<file path="config.mk">
export PLATFORM = sky130hd
export DESIGN_NAME = core_prefetch
export DESIGN_NICKNAME = d
export VERILOG_FILES = /design/src/rtl/core_prefetch.sv
export SDC_FILE = /design/constraint.sdc
export NUM_CORES = 1
export LEC_CHECK = 0
export ABC_AREA = 1
export CAP_MARGIN = 15
export CORE_MARGIN = 2
export CORE_UTILIZATION = 56
export CTS_CLUSTER_DIAMETER = 200
export CTS_CLUSTER_SIZE = 10
export DETAILED_ROUTE_END_ITERATION = 6
export DONT_BUFFER_PORTS = 1
export PLACE_DENSITY = 0.76
export SETUP_SLACK_MARGIN = 0.4
export SLEW_MARGIN = 20
export SYNTH_ARGS = -nofsm -noshare
export SYNTH_HDL_FRONTEND = slang
export SYNTH_SLANG_ARGS = --single-unit
</file>
<file path="constraint.sdc">
create_clock -name CLK -period 9.9 [get_ports CLK]
set_input_delay 1.98 -clock CLK [delete_from_list [all_inputs] [get_ports CLK]]
set_output_delay 1.98 -clock CLK [all_outputs]
set_load 0.05 [all_outputs]
</file>
<file path="src/rtl/core_prefetch.sv">
// ============================================================================
// Module   : core_prefetch
// Brief    : Instruction prefetcher; single-outstanding AXI reads into a FIFO.
// Revision : 1.0
// ============================================================================
`default_nettype none

module core_prefetch #(
   parameter int          AXI_AWIDTH = 32,
   parameter int          AXI_DWIDTH = 32,
   parameter int          DEPTH      = 4,
   parameter logic [31:0] RESET_PC   = 32'h0000_0000
) (
   input  logic                          CLK,
   input  logic                          NRST,
   output logic [AXI_AWIDTH-1:0]         AXI_ARADDR,
   output logic                          AXI_ARVALID,
   input  logic                          AXI_ARREADY,
   input  logic [AXI_DWIDTH-1:0]         AXI_RDATA,
   input  logic [1:0]                    AXI_RRESP,
   input  logic                          AXI_RVALID,
   output logic                          AXI_RREADY,
   input  logic                          REDIRECT,
   input  logic [31:0]                   REDIRECT_PC,
   output logic                          INSTR_VALID,
   input  logic                          INSTR_READY,
   output logic [31:0]                   INSTRUCTION,
   output logic [31:0]                   INSTR_PC,
   output logic                          INSTR_ERR,
   output logic [$clog2(DEPTH+1)-1:0]    LEVEL
);

   localparam int LW = $clog2(DEPTH + 1);
   localparam int PW = $clog2(DEPTH);
   localparam logic [LW-1:0] c_depth = LW'(DEPTH);

   typedef enum logic [1:0] {
      S_IDLE = 2'd0,
      S_ADDR = 2'd1,
      S_DATA = 2'd2,
      S_HALT = 2'd3
   } state_t;

   state_t          r_state, w_state_next;
   logic [31:0]     r_fetch_pc, w_fetch_pc_next;
   logic [31:0]     r_ar_addr;
   logic            r_discard;
   logic [LW-1:0]   r_level, w_level_next;
   logic [PW-1:0]   r_wptr, r_rptr;
   logic [31:0]     r_q_instr [DEPTH];
   logic [31:0]     r_q_pc    [DEPTH];
   logic            r_q_err   [DEPTH];

   logic            w_push, w_pop, w_drop, w_r_hs, w_ar_hs;

   assign w_ar_hs = (r_state == S_ADDR) && AXI_ARREADY;
   assign w_r_hs  = (r_state == S_DATA) && AXI_RVALID;
   // A redirect in the same cycle as the response drops it, just like a pending discard.
   assign w_drop  = r_discard | REDIRECT;
   assign w_push  = w_r_hs & ~w_drop;
   assign w_pop   = INSTR_VALID & INSTR_READY & ~REDIRECT;

   assign w_level_next = REDIRECT ? '0 : (r_level + LW'(w_push) - LW'(w_pop));

   always_comb begin
      w_fetch_pc_next = r_fetch_pc;
      if (REDIRECT)
         w_fetch_pc_next = REDIRECT_PC & 32'hFFFF_FFFC;
      else if (w_ar_hs && !r_discard)
         w_fetch_pc_next = r_fetch_pc + 32'd4;
   end

   always_comb begin
      w_state_next = r_state;
      case (r_state)
         S_IDLE: if (REDIRECT || (r_level < c_depth)) w_state_next = S_ADDR;
         S_ADDR: if (AXI_ARREADY) w_state_next = S_DATA;
         S_DATA: begin
            if (AXI_RVALID) begin
               if (w_push && (AXI_RRESP != 2'b00))
                  w_state_next = S_HALT;
               else if (w_level_next < c_depth)
                  w_state_next = S_ADDR;
               else
                  w_state_next = S_IDLE;
            end
         end
         S_HALT: if (REDIRECT) w_state_next = S_IDLE;
         default: w_state_next = S_IDLE;
      endcase
   end

   always_ff @(posedge CLK or negedge NRST) begin
      if (!NRST) begin
         r_state    <= S_IDLE;
         r_fetch_pc <= RESET_PC;
         r_ar_addr  <= RESET_PC;
         r_discard  <= 1'b0;
         r_level    <= '0;
         r_wptr     <= '0;
         r_rptr     <= '0;
      end else begin
         r_state    <= w_state_next;
         r_fetch_pc <= w_fetch_pc_next;
         r_level    <= w_level_next;
         // ARADDR is captured on entry to ADDR so a redirect there cannot disturb it.
         if ((r_state != S_ADDR) && (w_state_next == S_ADDR))
            r_ar_addr <= w_fetch_pc_next;
         if (w_r_hs)
            r_discard <= 1'b0;
         else if (REDIRECT && ((r_state == S_ADDR) || (r_state == S_DATA)))
            r_discard <= 1'b1;
         if (REDIRECT) begin
            r_wptr <= '0;
            r_rptr <= '0;
         end else begin
            if (w_push) r_wptr <= r_wptr + 1'b1;
            if (w_pop)  r_rptr <= r_rptr + 1'b1;
         end
      end
   end

   always_ff @(posedge CLK) begin
      if (w_push) begin
         r_q_instr[r_wptr] <= 32'(AXI_RDATA);
         r_q_pc[r_wptr]    <= r_ar_addr;
         r_q_err[r_wptr]   <= (AXI_RRESP != 2'b00);
      end
   end

   assign AXI_ARADDR  = r_ar_addr[AXI_AWIDTH-1:0];
   assign AXI_ARVALID = (r_state == S_ADDR);
   assign AXI_RREADY  = (r_state == S_DATA);
   assign INSTR_VALID = (r_level != '0);
   assign INSTRUCTION = r_q_instr[r_rptr];
   assign INSTR_PC    = r_q_pc[r_rptr];
   assign INSTR_ERR   = r_q_err[r_rptr];
   assign LEVEL       = r_level;

endmodule

`default_nettype wire

</file>
==> run_results.csv <==
group,metric,value,unit
synthesis,yosysUniqueCellTypes,31,
synthesis,ys_seq_elements,334,
grt,grt_antenna_before_repair,0,
placed_design,gp_congestion,0.831,
power_and_ir_drop,intPower,2.60,mW
synthesis,ys_seq_area_share,71.6,%
clock_tree,clock-sinks,334,
die,coreArea,23500,um2
power_and_ir_drop,switching_share,38.7,%
status,status,"completed",
power_and_ir_drop,clockPowerShare,29.2,%
synthesis,yosys_warnings,0,
synthesis,synth_area_leaders,"edfxtp_1 58%, dfrtp_1 14%, nand2_1 6.1%",
cells_and_area,diodes,0,
clock_tree,cts_hold_buf,0,
power_and_ir_drop,p_total,4.24,mW
grt,grt_start_max_net_pins,87,
synthesis,synthCells,1170,
drt,route.detailed.drc,0,
worst_setup_path,slowest_stage,"o22ai_1",
drt,final_antenna_net_count,0,
clock_tree,cts_setup_buffers,0,
synthesis,syn-cell-area,13500,um2
worst_setup_path,cp_top_family,"buffers and inverters",
worst_setup_path,required,7.92,ns
clock_tree,cts_tree,"built",
die,dieWidth,159,um
synthesis,synth_nets,1254,
grt,gr-total-overflow,0,
clock_tree,cts_resized,0,
cells_and_area,mostFrequentLayoutCells,"260 x edfxtp_1, 218 x nand2_1, 163 x nor2_1",
die,fp.dieH,159,um
clock_tree,h-tree-depth,2,
cells_and_area,final_common_cell,"edfxtp_1",
cells_and_area,syn_to_final_growth,10.6,%
run,maxCapViolCount,0,
worst_setup_path,setup.worst_path.start_class,"flip-flop",
worst_setup_path,reg2reg_slack,5.25,ns
cells_and_area,fillers,1838,
sta,fin_tns_setup,0,ns
clock_tree,worstSkewPairLatency,0.51,ns
worst_hold_path,min_path_type,"flip-flop to flip-flop",
power_and_ir_drop,seq_power_share,48.0,%
drt,vias,8479,
sta,max_freq,179,MHz
sta,finClkSkew,0.0157,ns
worst_setup_path,worst_ep_arrival_time,3.60,ns
power_and_ir_drop,pwr-share-comb,22.8,%
sta,tightest_slew,1.20,ns
clock_tree,numCtsBuffers,39,
worst_setup_path,worst-path-max-fanout,82,
sta,post-route-period-util,56.3,%
power_and_ir_drop,p_per_area,284,nW/um2
power_and_ir_drop,ir_drop,0.301,mV
die,io_pins,175,
die,rows,56,
sta,period_minus_slack,5.58,ns
die,start_util,57.3,%
sta,setup_viol,0,
placed_design,port_buffers,0,
drt,drtPass1Iterations,5,
clock_tree,clockBufferDepth,3,
cells_and_area,drive_gt1_share,7.74,%
worst_setup_path,path_cells,"inv_4, buf_4, o21ai_0, o22ai_1",
cells_and_area,fin_nets,1259,
drt,wirelength,28.4,mm
drt,initialDrtViolationCount,674,
sta,rsz0062_at_grt,"false",
worst_setup_path,worst-path-buf-inv,2,
grt,grt_use_total,22.5,%
grt,grt_pass1_wl,44.9,mm
drt,viasPerCell,5.62,
sta,maxSlewHeadroom,20.9,%
sta,slew_viol_final,0,
worst_setup_path,crit_path_max_incr_delay,0.91,ns
synthesis,syn_area_per_cell,11.5,um2
clock_tree,clkTransAtPathRegs,0.06,ns
grt,grt_pass1_vias,8425,
sta,hold_viol,0,
power_and_ir_drop,p_leak,5.65,nW
drt,post_drt_wl_per_cell,18.8,um
worst_setup_path,cp-end-kind,"output pin",
synthesis,yosys.area.top_type_share,57.9,%
power_and_ir_drop,p_switching,1.64,mW
worst_setup_path,critPathKind,"flip-flop to output pin",
synthesis,synth_area_leader_cell,"edfxtp_1",
die,die-area,25300,um2
clock_tree,cts_root_buffer,"clkbuf_16",
placed_design,hpwlAfterDp,16.0,mm
## path summary, 6_finish.rpt
check                         startpoint        endpoint  cells past startpoint
max                            r_rptr[0]    INSTR_PC[22]                      4
min                        r_fetch_pc[1]   r_fetch_pc[1]                      2
max reg2reg                   r_state[0]  AXI_ARADDR[22]                     19
min reg2reg                r_fetch_pc[1]   r_fetch_pc[1]                      2
max in group asynchronous           NRST      r_state[0]                      0
min in group asynchronous           NRST  r_fetch_pc[13]                      0
## cell families after synthesis
family	share of synthesized area [%]
AND/OR/NAND/NOR	14.0
flip-flops	71.6
AO/OA/AOI/OAI	9.30
buffers and inverters	3.72
adder cells (fa/ha/maj)	1.17
XOR/XNOR	0.130
## layer usage
metal	share of wire (%)	wire (um)	track usage, %
met4	2.2	624	6.90
met2	48	13500	36.5
met5	0	0	0
met3	7.2	2040	5.89
met1	43	12200	30.3
## final cells by class
class,instances,area [um2],share of cell area (%)
multi-input combinational,708,3350,22.5
timing repair buffer,19,143,0.956
sequential,334,9660,64.8
clock buffer,54,1070,7.20
tap,319,399,2.68
clock inverter,1,8.76,0.0587
inverter,73,277,1.85
## tightest hold or removal path, stage by stage (launching register included)
cell     delay [ns]
dfrtp_1        0.32
nand2_1        0.06
inv_1          0.05
## flip-flops by register name, indices dropped and copies added, names as in the netlist
name / cells
r_q_instr: 128
r_q_pc: 128
AXI_ARADDR: 32
r_fetch_pc: 32
r_q_err: 4
LEVEL: 3
r_rptr: 2
r_state: 2
r_wptr: 2
r_discard: 1
## power by group through the flow
stage	registers [mW]	logic (mW)	clock network, mW
global route	2.05	1.06	1.32
finish	2.03	0.967	1.24
detailed placement	2.06	0.970	0
global placement	2.06	0.951	0
CTS	2.03	0.974	1.26
floorplan	1.98	0.840	0
## metrics by stage
stage                     hold slack [ns]  utilization [%]  std cells  cell area, um2  setup slack, ns
after floorplan                     0.431                -       1170           13500             4.37
after global placement              0.444             58.8       1453           13800             4.42
after detailed placement            0.447             58.8       1453           13800             4.33
after CTS                           0.464             63.4       1508           14900             4.34
after global routing                0.482             63.4       1508           14900             4.13
final                               0.467             63.4       1508           14900             4.32
## Yosys cell counts
cell type	n
a21boi_1	1
or2_2	8
nor2_1	167
inv_2	3
nand3_2	4
a21oi_1	4
buf_4	2
fa_1	1
o21a_1	2
a31o_2	1
and2_1	1
xor2_1	2
dfrtp_1	74
buf_2	11
o21ai_0	140
a31oi_1	2
o21ai_1	9
or2_1	1
inv_1	70
o22ai_1	65
nand4_1	5
ha_1	11
o211ai_1	2
nor2_2	7
nand3_1	51
nor3_1	3
buf_1	3
edfxtp_1	260
o21bai_1	3
clkbuf_1	39
nand2_1	218
(Power assumes the default switching activity.)
